===== src/rtl/ps2_pkg.sv =====
// Shared types, constants and the scancode-to-ASCII helper for the PS/2 receiver.
// The helper is only referenced when PS2_ASCII_EN is defined.
package ps2_pkg;

  typedef enum logic [1:0] {StIdle, StData, StParity, StStop} rx_state_e;

  localparam logic [7:0] PS2_EXT    = 8'hE0;
  localparam logic [7:0] PS2_BRK    = 8'hF0;
  localparam logic [7:0] PS2_LSHIFT = 8'h12;
  localparam logic [7:0] PS2_RSHIFT = 8'h59;

  typedef struct packed {
    logic       ext;
    logic       brk;
    logic [7:0] data;
  } ps2_entry_t;

  // Scan-code set 2 to ASCII; returns 0 for unmapped codes.
  function automatic logic [7:0] ps2_to_ascii(input logic [7:0] code, input logic shift);
    logic [7:0] a;
    a = 8'h00;
    case (code)
      8'h1C: a = 8'h61; 8'h32: a = 8'h62; 8'h21: a = 8'h63; 8'h23: a = 8'h64;
      8'h24: a = 8'h65; 8'h2B: a = 8'h66; 8'h34: a = 8'h67; 8'h33: a = 8'h68;
      8'h43: a = 8'h69; 8'h3B: a = 8'h6A; 8'h42: a = 8'h6B; 8'h4B: a = 8'h6C;
      8'h3A: a = 8'h6D; 8'h31: a = 8'h6E; 8'h44: a = 8'h6F; 8'h4D: a = 8'h70;
      8'h15: a = 8'h71; 8'h2D: a = 8'h72; 8'h1B: a = 8'h73; 8'h2C: a = 8'h74;
      8'h3C: a = 8'h75; 8'h2A: a = 8'h76; 8'h1D: a = 8'h77; 8'h22: a = 8'h78;
      8'h35: a = 8'h79; 8'h1A: a = 8'h7A;
      8'h45: a = 8'h30; 8'h16: a = 8'h31; 8'h1E: a = 8'h32; 8'h26: a = 8'h33;
      8'h25: a = 8'h34; 8'h2E: a = 8'h35; 8'h36: a = 8'h36; 8'h3D: a = 8'h37;
      8'h3E: a = 8'h38; 8'h46: a = 8'h39;
      8'h29: a = 8'h20;
      8'h5A: a = 8'h0D;
      8'h66: a = 8'h08;
      default: a = 8'h00;
    endcase
    if (shift && (a >= 8'h61) && (a <= 8'h7A)) a = a - 8'h20;
    return a;
  endfunction

endpackage


===== src/rtl/ps2_sync_fifo.sv =====
// Show-ahead synchronous FIFO with registered full/empty and a sticky overflow flag.
// A write while full is accepted only if a pop happens in the same cycle.
module ps2_sync_fifo #(
  parameter int unsigned Width = 10,
  parameter int unsigned Depth = 8
) (
  input  logic             clk_i,
  input  logic             rst_ni,
  input  logic             wr_en_i,
  input  logic [Width-1:0] wr_data_i,
  input  logic             rd_en_i,
  output logic [Width-1:0] rd_data_o,
  output logic             wr_ack_o,
  output logic             empty_o,
  output logic             full_o,
  output logic             overflow_o
);

  localparam int unsigned Aw = $clog2(Depth);

  logic [Width-1:0] mem_q [Depth];
  logic [Aw-1:0]    wr_ptr_q, wr_ptr_d, rd_ptr_q, rd_ptr_d;
  logic [Aw:0]      count_q, count_d;
  logic             empty_q, empty_d, full_q, full_d, ovf_q, ovf_d;
  logic             do_wr, do_rd;

  always_comb begin
    do_rd    = rd_en_i && !empty_q;
    do_wr    = wr_en_i && (!full_q || do_rd);
    wr_ptr_d = do_wr ? wr_ptr_q + Aw'(1) : wr_ptr_q;
    rd_ptr_d = do_rd ? rd_ptr_q + Aw'(1) : rd_ptr_q;
    count_d  = count_q;
    if (do_wr && !do_rd) begin
      count_d = count_q + (Aw+1)'(1);
    end else if (!do_wr && do_rd) begin
      count_d = count_q - (Aw+1)'(1);
    end
    full_d  = (count_d == (Aw+1)'(Depth));
    empty_d = (count_d == '0);
    ovf_d   = ovf_q || (wr_en_i && !do_wr);
  end

  always_ff @(posedge clk_i or negedge rst_ni) begin
    if (!rst_ni) begin
      wr_ptr_q <= '0;
      rd_ptr_q <= '0;
      count_q  <= '0;
      empty_q  <= 1'b1;
      full_q   <= 1'b0;
      ovf_q    <= 1'b0;
    end else begin
      wr_ptr_q <= wr_ptr_d;
      rd_ptr_q <= rd_ptr_d;
      count_q  <= count_d;
      empty_q  <= empty_d;
      full_q   <= full_d;
      ovf_q    <= ovf_d;
    end
  end

  always_ff @(posedge clk_i) begin
    if (do_wr) mem_q[wr_ptr_q] <= wr_data_i;
  end

  // Gate the head so the outputs read zero while empty, including after reset.
  assign rd_data_o  = empty_q ? '0 : mem_q[rd_ptr_q];
  assign wr_ack_o   = do_wr;
  assign empty_o    = empty_q;
  assign full_o     = full_q;
  assign overflow_o = ovf_q;

endmodule


===== src/rtl/ps2_rx_fifo.sv =====
// PS/2 keyboard receiver on the system clock: frame checks, E0/F0 prefix tracking, event FIFO.
// Define PS2_ASCII_EN to queue ASCII make events instead of raw scancodes.
module ps2_rx_fifo
  import ps2_pkg::*;
#(
  parameter int unsigned FIFO_DEPTH     = 8,
  parameter int unsigned SYNC_STAGES    = 2,
  parameter int unsigned TIMEOUT_CYCLES = 50000
) (
  input  logic       CLK,
  input  logic       RST_N,
  input  logic       PS2_CLK,
  input  logic       PS2_DAT,
  input  logic       RD_EN,
  output logic [7:0] DATA_OUT,
  output logic       EXT_OUT,
  output logic       BRK_OUT,
  output logic       EMPTY,
  output logic       FULL,
  output logic       OVERFLOW,
  output logic       PARITY_ERR,
  output logic       FRAME_ERR,
  output logic [7:0] LEDR
);

  localparam int unsigned ToW = $clog2(TIMEOUT_CYCLES + 1);
  localparam logic [ToW-1:0] ToLast = ToW'(TIMEOUT_CYCLES - 1);

  logic [SYNC_STAGES-1:0] clk_sync_q, clk_sync_d, dat_sync_q, dat_sync_d;
  logic                   clk_prev_q, clk_prev_d, bit_stb_q, bit_stb_d, bit_dat_q, bit_dat_d;
  rx_state_e              state_q, state_d;
  logic [2:0]             bit_cnt_q, bit_cnt_d;
  logic [7:0]             shreg_q, shreg_d;
  logic                   par_ok_q, par_ok_d;
  logic [ToW-1:0]         to_cnt_q, to_cnt_d;
  logic                   byte_done_q, byte_done_d;
  logic                   par_err_q, par_err_d, frm_err_q, frm_err_d;
  logic                   ext_q, ext_d, brk_q, brk_d;
  logic [7:0]             ledr_q, ledr_d;
  logic                   push, push_ack;
  ps2_entry_t             push_entry;
  logic [9:0]             head;
`ifdef PS2_ASCII_EN
  logic                   shift_q, shift_d;
  logic [7:0]             ascii;
`endif

  always_comb begin
    clk_sync_d = {clk_sync_q[SYNC_STAGES-2:0], PS2_CLK};
    dat_sync_d = {dat_sync_q[SYNC_STAGES-2:0], PS2_DAT};
    clk_prev_d = clk_sync_q[SYNC_STAGES-1];
    bit_stb_d  = clk_prev_q && !clk_sync_q[SYNC_STAGES-1];
    bit_dat_d  = dat_sync_q[SYNC_STAGES-1];
  end

  always_comb begin
    state_d     = state_q;
    bit_cnt_d   = bit_cnt_q;
    shreg_d     = shreg_q;
    par_ok_d    = par_ok_q;
    byte_done_d = 1'b0;
    par_err_d   = 1'b0;
    frm_err_d   = 1'b0;
    if (state_q == StIdle || bit_stb_q) begin
      to_cnt_d = '0;
    end else if (to_cnt_q == ToLast) begin
      // Inter-bit gap too long: abandon the partial byte.
      to_cnt_d  = '0;
      frm_err_d = 1'b1;
      state_d   = StIdle;
    end else begin
      to_cnt_d = to_cnt_q + ToW'(1);
    end
    if (bit_stb_q) begin
      unique case (state_q)
        StIdle: begin
          if (!bit_dat_q) begin
            state_d   = StData;
            bit_cnt_d = '0;
          end
        end
        StData: begin
          shreg_d   = {bit_dat_q, shreg_q[7:1]};
          bit_cnt_d = bit_cnt_q + 3'd1;
          if (bit_cnt_q == 3'd7) state_d = StParity;
        end
        StParity: begin
          par_ok_d = (^shreg_q) ^ bit_dat_q;
          state_d  = StStop;
        end
        StStop: begin
          if (bit_dat_q && par_ok_q) byte_done_d = 1'b1;
          else if (bit_dat_q)        par_err_d   = 1'b1;
          else                       frm_err_d   = 1'b1;
          state_d = StIdle;
        end
        default: state_d = StIdle;
      endcase
    end
  end

  always_comb begin
    ext_d      = ext_q;
    brk_d      = brk_q;
    push       = 1'b0;
    push_entry = '0;
`ifdef PS2_ASCII_EN
    shift_d    = shift_q;
    ascii      = ps2_to_ascii(shreg_q, shift_q);
`endif
    if (par_err_q || frm_err_q) begin
      ext_d = 1'b0;
      brk_d = 1'b0;
    end else if (byte_done_q) begin
      if (shreg_q == PS2_EXT) begin
        ext_d = 1'b1;
      end else if (shreg_q == PS2_BRK) begin
        brk_d = 1'b1;
      end else begin
        ext_d = 1'b0;
        brk_d = 1'b0;
`ifdef PS2_ASCII_EN
        if (shreg_q == PS2_LSHIFT || shreg_q == PS2_RSHIFT) begin
          shift_d = !brk_q;
        end else if (!brk_q && ascii != 8'h00) begin
          push       = 1'b1;
          push_entry = '{ext: ext_q, brk: 1'b0, data: ascii};
        end
`else
        push       = 1'b1;
        push_entry = '{ext: ext_q, brk: brk_q, data: shreg_q};
`endif
      end
    end
    ledr_d = push_ack ? push_entry.data : ledr_q;
  end

  always_ff @(posedge CLK or negedge RST_N) begin
    if (!RST_N) begin
      clk_sync_q  <= '1;
      dat_sync_q  <= '1;
      clk_prev_q  <= 1'b1;
      bit_stb_q   <= 1'b0;
      bit_dat_q   <= 1'b1;
      state_q     <= StIdle;
      bit_cnt_q   <= '0;
      shreg_q     <= '0;
      par_ok_q    <= 1'b0;
      to_cnt_q    <= '0;
      byte_done_q <= 1'b0;
      par_err_q   <= 1'b0;
      frm_err_q   <= 1'b0;
      ext_q       <= 1'b0;
      brk_q       <= 1'b0;
      ledr_q      <= '0;
`ifdef PS2_ASCII_EN
      shift_q     <= 1'b0;
`endif
    end else begin
      clk_sync_q  <= clk_sync_d;
      dat_sync_q  <= dat_sync_d;
      clk_prev_q  <= clk_prev_d;
      bit_stb_q   <= bit_stb_d;
      bit_dat_q   <= bit_dat_d;
      state_q     <= state_d;
      bit_cnt_q   <= bit_cnt_d;
      shreg_q     <= shreg_d;
      par_ok_q    <= par_ok_d;
      to_cnt_q    <= to_cnt_d;
      byte_done_q <= byte_done_d;
      par_err_q   <= par_err_d;
      frm_err_q   <= frm_err_d;
      ext_q       <= ext_d;
      brk_q       <= brk_d;
      ledr_q      <= ledr_d;
`ifdef PS2_ASCII_EN
      shift_q     <= shift_d;
`endif
    end
  end

  ps2_sync_fifo #(
    .Width (10),
    .Depth (FIFO_DEPTH)
  ) u_fifo (
    .clk_i      (CLK),
    .rst_ni     (RST_N),
    .wr_en_i    (push),
    .wr_data_i  (push_entry),
    .rd_en_i    (RD_EN),
    .rd_data_o  (head),
    .wr_ack_o   (push_ack),
    .empty_o    (EMPTY),
    .full_o     (FULL),
    .overflow_o (OVERFLOW)
  );

  assign {EXT_OUT, BRK_OUT, DATA_OUT} = head;
  assign PARITY_ERR = par_err_q;
  assign FRAME_ERR  = frm_err_q;
  assign LEDR       = ledr_q;

endmodule

===== config.mk =====
export PLATFORM = sky130hd
export DESIGN_NAME = ps2_rx_fifo
export DESIGN_NICKNAME = d
export VERILOG_FILES = /design/src/rtl/ps2_pkg.sv /design/src/rtl/ps2_sync_fifo.sv /design/src/rtl/ps2_rx_fifo.sv
export SDC_FILE = /design/constraint.sdc
export NUM_CORES = 1
export LEC_CHECK = 0
export ABC_AREA = 1
export CAP_MARGIN = 40
export CORE_MARGIN = 4
export CORE_UTILIZATION = 43
export DETAILED_ROUTE_END_ITERATION = 10
export PLACE_DENSITY = 0.65
export SYNTH_ARGS = -nofsm -noshare
export SYNTH_HDL_FRONTEND = slang
export SYNTH_SLANG_ARGS = --single-unit

===== constraint.sdc =====
create_clock -name CLK -period 5.3 [get_ports CLK]
set_clock_uncertainty 0.2 [all_clocks]
set_input_delay 0.795 -clock CLK [delete_from_list [all_inputs] [get_ports CLK]]
set_output_delay 0.795 -clock CLK [all_outputs]
set_load 0.01 [all_outputs]

== After elaboration in Yosys (flattened, before gate mapping) ==
Memory sizes are Yosys's and may differ from the RTL's.
Index checks and enable logic that the tools add are counted.

* Register bits after elaboration: 63
* Bits in writable memories: 80
* Logic and storage cells: 111
* Memories: 1

* Add/subtract/negate cells: 6
* Equality and inequality tests: 11
* Muxes and demuxes: 44
* Bitwise logic cells: 1
* Reductions and logical operators: 26

{| class="wikitable"
|+ Memories
! memory !! depth !! width !! rd ports !! clocked after Yosys merged registers in !! write ports !! RTL line !! RTL
|-
| u_fifo.mem_q || 8 || 10 || 1 || 0 || 1 || ps2_sync_fifo.sv:21 || <nowiki>logic [Width-1:0] mem_q [Depth];</nowiki>
|}

{| class="wikitable"
|+ Operators with widths
! cell !! count
|-
| $mux W10 || 5
|-
| $mux W16 || 2
|-
| $mux W1 || 27
|-
| $add A16 B1 Y16 const B || 1
|-
| $eq A16 B16 Y1 const B || 1
|-
| $eq A8 B8 Y1 const B || 2
|-
| $mux W2 || 5
|-
| $add A3 B1 Y3 const B || 3
|-
| $mux W4 || 2
|-
| $pmux W2 S4 || 1
|-
| $reduce_and A2 Y1 || 4
|-
| $reduce_xor A8 Y1 || 1
|-
| $logic_and A1 B1 Y1 || 7
|-
| $pmux W3 S2 || 1
|-
| $logic_not A1 Y1 || 5
|-
| $add A4 B1 Y4 const B || 1
|-
| $eq A2 B2 Y1 const B || 2
|-
| $eq A4 B4 Y1 const B || 1
|-
| $logic_not A4 Y1 || 1
|-
| $logic_or A1 B1 Y1 || 4
|-
| $ne A2 B2 Y1 const B || 2
|-
| $reduce_bool A2 Y1 || 2
|-
| $sub A4 B1 Y4 const B || 1
|-
| $eq A3 B3 Y1 const B || 1
|-
| other kinds (6) || 6
|}

== Logic depth before layout (Yosys ltp) ==
Gate-level depths: netlist (run 1).

* Depth in word-level cells: 11
* Mapped depth: 13
* Gate-level depth less buffers: 13

== Modules after synthesis ==
From an unflattened synthesis (run 1), not the netlist that was laid out.

* Cell total of the unflattened synthesis: 644
* Area, all modules: 6431.2 µm²

{| class="wikitable"
|+ By module, submodules not included
! module !! times used !! cells an instance !! area an instance (µm²) !! seq. area each (µm²)
|-
| ps2_sync_fifo || 1 || 348 || 3955.0 || 2728.9
|-
| ps2_rx_fifo || 1 || 296 || 2476.1 || 1258.7
|}

== Worst setup path before layout (run 1) ==
No wires, ideal clock.

* Path type: input to register
* From: input RD_EN
* To: memory u_fifo.mem_q[3][0] (enable)
* Setup time: 0.390 ns
* Arrival: 2.111 ns
* Required time: 4.710 ns
* Setup slack: 2.599 ns
* Stages on the path: 6
* Buffers on the path: 0
* Cells stage by stage: nand2_1 nand2_1 nand2_2 inv_2 nand2_1 nor3_1

* Cells in the longest elaborated chain, start to end: 5

{| class="wikitable"
|+ Ends and longest elaborated chain
! item !! RTL line !! RTL
|-
| from (decl) || ps2_rx_fifo.sv:14 || <nowiki>input logic RD_EN,</nowiki>
|-
| $logic_and A1 B1 Y1 || ps2_sync_fifo.sv:28 || <nowiki>do_rd = rd_en_i && !empty_q;</nowiki>
|-
| $logic_or A1 B1 Y1 || ps2_sync_fifo.sv:29 || <nowiki>do_wr = wr_en_i && (!full_q || do_rd);</nowiki>
|-
| $logic_and A1 B1 Y1 || ps2_sync_fifo.sv:29 ||
|-
| $mux W1 || ps2_sync_fifo.sv:62 || <nowiki>if (do_wr) mem_q[wr_ptr_q] <= wr_data_i;</nowiki>
|-
| $mux W1 (not written as such) || ps2_sync_fifo.sv:62 ||
|-
| to (decl) || ps2_sync_fifo.sv:21 ||
|}

No other way between the ends.

== Worst setup path in the final report (run 1) ==
* From: register u_fifo.rd_ptr_q[0]
* To: output DATA_OUT[7]

* Cells in the longest elaborated chain, start to end: 2

{| class="wikitable"
|+ Ends and longest elaborated chain
! item !! RTL line !! RTL
|-
| from (decl) || ps2_sync_fifo.sv:22 || <nowiki>logic [Aw-1:0] wr_ptr_q, wr_ptr_d, rd_ptr_q, rd_ptr_d;</nowiki>
|-
| from (signal assigned) || ps2_sync_fifo.sv:53 || <nowiki>rd_ptr_q <= rd_ptr_d;</nowiki>
|-
| $mem_v2 Z8 W10 || -- ||
|-
| $mux W10 || ps2_sync_fifo.sv:66 || <nowiki>assign rd_data_o = empty_q ? '0 : mem_q[rd_ptr_q];</nowiki>
|-
| to (decl) || ps2_rx_fifo.sv:15 || <nowiki>output logic [7:0] DATA_OUT,</nowiki>
|}

No other way between the ends.

==> results of run 1 <==
## state kept, by name, summed over array words and instances, names as in the netlist
| name | count |
|---|---|
| bit_dat_q | 1 |
| ext_q | 1 |
| clk_sync_q | 2 |
| u_fifo.count_q | 4 |
| FRAME_ERR | 1 |
| u_fifo.mem_q | 80 |
| shreg_q | 8 |
| state_q | 2 |
| to_cnt_q | 16 |
| byte_done_q | 1 |
| bit_cnt_q | 3 |
| brk_q | 1 |
| bit_stb_q | 1 |
| clk_prev_q | 1 |
| u_fifo.overflow_o | 1 |
| u_fifo.full_o | 1 |
| PARITY_ERR | 1 |
| dat_sync_q | 2 |
| par_ok_q | 1 |
| u_fifo.wr_ptr_q | 3 |
| LEDR | 8 |
| u_fifo.empty_o | 1 |
| u_fifo.rd_ptr_q | 3 |
## cells in the mapped netlist
library cell / count
nand4_4: 1
buf_4: 1
a31oi_1: 2
and3_1: 1
o311ai_0: 1
nor2_1: 118
a21oi_1: 10
nor2_4: 5
dfstp_2: 7
nand4_1: 2
o211ai_1: 1
xnor2_1: 5
o21a_1: 2
nand2_2: 4
or2_2: 1
inv_1: 44
nand3_1: 12
nor3_2: 4
o21ai_1: 5
clkbuf_1: 11
ha_1: 12
nor2_2: 1
or2_1: 1
nor4_1: 3
buf_2: 5
o21bai_1: 1
a21oi_2: 1
nand3b_1: 1
buf_1: 2
o22ai_1: 2
nand2_4: 4
nand3_2: 1
xor2_1: 7
nor3_1: 9
dfrtp_1: 56
nand2_1: 65
o21ai_0: 53
nor2_8: 2
o32ai_1: 21
edfxtp_1: 80
a22o_1: 2
inv_2: 3
## worst min-delay path by stage
| stage | from | slack [ns] | end | cells after the start |
|---|---|---|---|---|
| after floorplan | dat_sync_q[1] | 0.15 | bit_dat_q | 0 |
| after global placement | dat_sync_q[1] | 0.15 | bit_dat_q | 0 |
| after detailed placement | dat_sync_q[1] | 0.15 | bit_dat_q | 0 |
| after CTS | dat_sync_q[1] | 0.16 | bit_dat_q | 0 |
| after global routing | dat_sync_q[0] | 0.16 | dat_sync_q[1] | 0 |
| final | dat_sync_q[1] | 0.15 | bit_dat_q | 0 |
## cells by family (layout without fill, tap and decap cells)
| family | Yosys count | count (layout) | synth area share |
|---|---|---|---|
| AOI/OAI and AO/OA | 101 | 101 | 0.0990 |
| DFF | 143 | 143 | 0.642 |
| adders and majority gates | 12 | 12 | 0.0242 |
| xor gates and xnor gates | 12 | 12 | 0.0169 |
| and+or+nand+nor | 235 | 235 | 0.176 |
| buffers and inverters | 66 | 115 | 0.0415 |
## metrics by stage
step                      instance area, sq um  hold WS [ns]
after floorplan                           6210         0.145
after global placement                    6660         0.146
after detailed placement                  6700         0.147
after CTS                                 7350         0.155
after global routing                      7360         0.164
final                                     7360         0.155
## worst reg2reg max path: stages (launching register included)
cell and delay (ns):
dfstp_2 0.37, inv_1 0.30, nand2_1 0.32, nand2_1 0.20
nand2_2 0.21, or2_1 0.35, nor3_2 0.72
## layer usage
metal  up-vias  part of all wire  global-route usage
met5         -                 0                   0
met4         0             0.013              0.0574
met3        13             0.047              0.0463
met2       113              0.48               0.259
met1      2028              0.46               0.211
li1       2027                 -                   -
## where the power goes
part / switching (W) / leakage (nW) / internal, W
Clock: 0.000451 / 0.310 / 0.000849
Sequential: 0.0000979 / 1.44 / 0.00125
Combinational: 0.000566 / 1.04 / 0.000389
Total: 0.00111 / 2.79 / 0.00249
## cell type report
type                            instances  share of cell area
Clock buffer                           19              0.0602
Tap cell                              180              0.0306
Multi-Input combinational cell        360               0.267
Timing Repair Buffer                   36              0.0479
Sequential cell                       143               0.542
Clock inverter                         13              0.0289
Inverter                               47              0.0240
==> impl_metrics.ini, run 1 <==
[clocking]
cts_buffers = 17
cts_root_buf = clkbuf_16
postCtsHoldBufs = 0
cts_resized = 0
path_clk_slew_ns = 0.06
clkSinkCount = 143
cts_max_path_buffers = 2
tritoncts = built
clk-insertion-delay-late_ns = 0.42
cts_htree_levels = 4
cts_setup_buffers = 0

[placed_design]
dp.cells = 765
hpwlAfterDp_mm = 8.37
dp_slack_ns = 1.74
port_buffers = 27
gp_congestion = 0.822

[sta]
relSlewSlack = 0.384
clock.fmax_ghz = 0.253
rsz0062_at_grt = false
fin_crit_sh = 0.745
tns_ns = 0
layout_setup_ws_ns = 1.35
maxSlewViolCount = 0
setup_viol = 0
hold_viol_final = 0
tightest_slew_ns = 0.918
finalCriticalPeriod_ns = 3.95

[floorplanning]
pin_count = 28
die_h_microns = 128
dieArea_sq_mm = 0.0164
die_x_microns = 128
std_cell_rows = 43
core_area_sq_mm = 0.0140
start_util = 0.444

[power]
p_per_area_mw_per_mm2 = 490
total_power_w = 0.00360
power.leakage_nw = 2.79
ir_drop_mv = 0.340

[final_layout]
final_common_cell = nor2_1
antenna_cells = 0
fillers = 1229
finalNetCount = 622
utilization = 0.526
drive_above_1_share = 0.121
finalNonFillerCells = 798
multi_input_area_sq_mm = 0.00196
layout_common_cells = nor2_1 (118), edfxtp_1 (80), nand2_1 (65)
area_delta_synth_final_pct = 18.6
register_area_sq_mm = 0.00399

[min_path]
min_path_type = register to register

[grt]
grt_overflow = 0
grt_pass1_wl_mm = 20.5
grt_usage = 0.162
antenna_found_initial = 0
grt_start_max_net_pins = 64
first_global_vias = 4120

[worst_setup_path]
crit_slowest_cell = clkdlybuf4s50_1
crit_fanout = 42
cp-end-kind = output port
crit_path_max_incr_delay_ns = 0.57
r2r_end = u_fifo.mem_q[2][8]
rrSetupSlack_ns = 2.26
crit_family = buffers and inverters
worstSetupStartpoint = u_fifo.rd_ptr_q[0]
worst-path-stages = 8
worstPathCellList = buf_4 > inv_1 > buf_12 > nor2_1 > o32ai_1 > o21ai_1 > nor2_1 > clkdlybuf4s50_1
r2r-start = u_fifo.empty_o
worst-r2r-cell-count = 6
cpMostUsedCell = nor2_1
path_buf_inv = 4
cp.arrival_ns = 2.95
cp-start-kind = register
path_class = register to output port
required_ns = 4.30
endpoint = DATA_OUT[7]

[job]
drv_cap = 0

[yosys]
synth_cells = 569
ys_seq_elements = 143
syn-num-nets = 586
synth.top_cell.area_share = 0.387
synth_cell_types = 42
synth_area_sq_mm = 0.00621
synth_largest_area_cell = edfxtp_1
yosysWarningCount = 0
syn_area_per_cell_sq_um = 10.9
ys_seq_area_frac = 0.642
synth_area_leaders = edfxtp_1 (39%), dfrtp_1 (23%), nor2_1 (7.1%)

[route]
vias = 4181
firstDrtPassIters = 7
drc = 0
drt_wl_total_mm = 12.3
avgViaCountPerCell = 5.24
wire_per_inst_microns = 15.5
drtAntennaViolNets = 0
initialDrtViolationCount = 250

[outcome]
status = finished clean
Power figures use the tool's default switching activity.
==> run 2: changes to the inputs <==
==> constraint.sdc (replaced) <==
create_clock -name CLK -period 3.8 [get_ports CLK]
set_clock_uncertainty 0.2 [all_clocks]
set_input_delay 0.57 -clock CLK [delete_from_list [all_inputs] [get_ports CLK]]
set_output_delay 0.57 -clock CLK [all_outputs]
set_load 0.01 [all_outputs]
==> impl_metrics.ini, run 2 (synthesized netlist as in run 1, its figures left out) <==
[grt]
grt_overflow = 0
grt_start_max_net_pins = 42
grt_pass1_wl_mm = 20.6
antenna_found_initial = 0
grt_usage = 0.163
first_global_vias = 4215

[worst_setup_path]
r2r-start = u_fifo.empty_o
path_class = register to output port
crit_fanout = 22
cp-end-kind = output port
worstSetupStartpoint = u_fifo.rd_ptr_q[1]
required_ns = 3.03
cp-start-kind = register
cp.arrival_ns = 2.56

[placed_design]
hpwlAfterDp_mm = 8.16
dp_slack_ns = 0.833
port_buffers = 27
dp.cells = 773
gp_congestion = 0.831

[final_layout]
drive_above_1_share = 0.126
regMostFlops = u_fifo.mem_q
reg_top3 = u_fifo.mem_q (80), to_cnt_q (16)
fillers = 1211
layout_common_cells = nor2_1 (118), edfxtp_1 (80), nand2_1 (65)
finalNonFillerCells = 805
largest_reg_flops = 80
antenna_cells = 0
final_common_cell = nor2_1
finalNetCount = 630
utilization = 0.522
area_delta_synth_final_pct = 17.6

[floorplanning]
start_util = 0.444
die_x_microns = 128
std_cell_rows = 43
pin_count = 28
dieArea_sq_mm = 0.0164
core_area_sq_mm = 0.0140
die_h_microns = 128

[sta]
maxSlewViolCount = 0
hold_viol_final = 0
setup_viol = 0
tns_ns = 0
relSlewSlack = 0.561
tightest_slew_ns = 0.659
finalCriticalPeriod_ns = 3.33
layout_setup_ws_ns = 0.471
clock.fmax_ghz = 0.300
fin_crit_sh = 0.876
rsz0062_at_grt = false

[clocking]
cts_buffers = 17
clkSinkCount = 143
cts_max_path_buffers = 2
clk-insertion-delay-late_ns = 0.41
cts_htree_levels = 4
path_clk_slew_ns = 0.06
cts_resized = 0
tritoncts = built
cts_root_buf = clkbuf_16

[route]
avgViaCountPerCell = 5.20
initialDrtViolationCount = 267
wire_per_inst_microns = 15.2
vias = 4190
drt_wl_total_mm = 12.3
drc = 0
drtAntennaViolNets = 0
firstDrtPassIters = 5

[outcome]
status = finished clean

[power]
ir_drop_mv = 0.374
p_per_area_mw_per_mm2 = 645
power.leakage_nw = 2.76

[job]
drv_cap = 0

[min_path]
min_path_type = register to register
min_from = dat_sync_q[1]
-- run 2: changes by cell type in the layout (fill, tap and decap cells not counted), sizes merged --
cell / change
clkinv: +1
bufinv: -4
buf: +7
clkbuf: -1
dlygate4sd3: +1
clkinvlp: +2
inv: +1
-- run 2: layout make-up --
cell class,count,area (sq um),share of cell area
Timing Repair Buffer,44,403,0.0552
Sequential cell,143,3990,0.546
Multi-Input combinational cell,360,1960,0.269
Tap cell,180,225,0.0309
Clock inverter,13,115,0.0158
Clock buffer,18,429,0.0588
Inverter,47,176,0.0242
-- run 2: path summary, 6_finish.rpt --
path,slack [ns],depth (start not counted),endpoint
max,0.47,6,DATA_OUT[3]
min,0.16,0,bit_dat_q
max reg2reg,1.12,8,u_fifo.mem_q[3][8]
min reg2reg,0.16,0,bit_dat_q
max in group asynchronous,2.16,3,u_fifo.empty_o
min in group asynchronous,0.46,2,LEDR[4]
-- run 2: what timing repair did --
action	in CTS	in global routing
setup buffers	0	0
hold buffers	1	0
hold endpoints to repair	20	0
-- run 2: power breakdown --
group / total, W / internal (W) / switching, W
logic: 0.00132 / 0.000538 / 0.000778
clock network: 0.00152 / 0.000894 / 0.000622
registers: 0.00188 / 0.00174 / 0.000134
-- run 2: per-stage QoR --
stage          total power [W]  hold slack [ns]  area, sq um
4_1_cts                0.00476            0.159         7300
5_1_grt                0.00501            0.162         7300
2_1_floorplan          0.00278           0.0744         6210
3_3_place_gp           0.00317            0.146         6730
6_report               0.00471            0.157         7300
3_5_place_dp           0.00323            0.148         6750
-- run 2: critical path: stages, from the launching register on --
cell and delay (ns):
dfrtp_1 0.76, buf_8 0.25, o21ai_0 0.13, o32ai_1 0.19
o21ai_0 0.12, nor2_1 0.14, clkdlybuf4s50_1 0.55
-- run 2: metal layers --
metal  global-route usage  share of wire
met4               0.0699          0.021
met3               0.0392          0.043
met2                0.266           0.50
met1                0.208           0.44
met5                    0              0
==> run 3: changes to the inputs <==
--- a/config.mk
+++ b/config.mk
@@ -9,7 +9,9 @@
 export CAP_MARGIN = 40
 export CORE_MARGIN = 4
 export CORE_UTILIZATION = 43
+export CTS_CLUSTER_SIZE = 24
 export DETAILED_ROUTE_END_ITERATION = 10
+export HOLD_SLACK_MARGIN = 0.02
 export PLACE_DENSITY = 0.65
 export SYNTH_ARGS = -nofsm -noshare
 export SYNTH_HDL_FRONTEND = slang
==> results of run 3 <==
The final DEF is identical to that of run 2; final timing and power are the same.
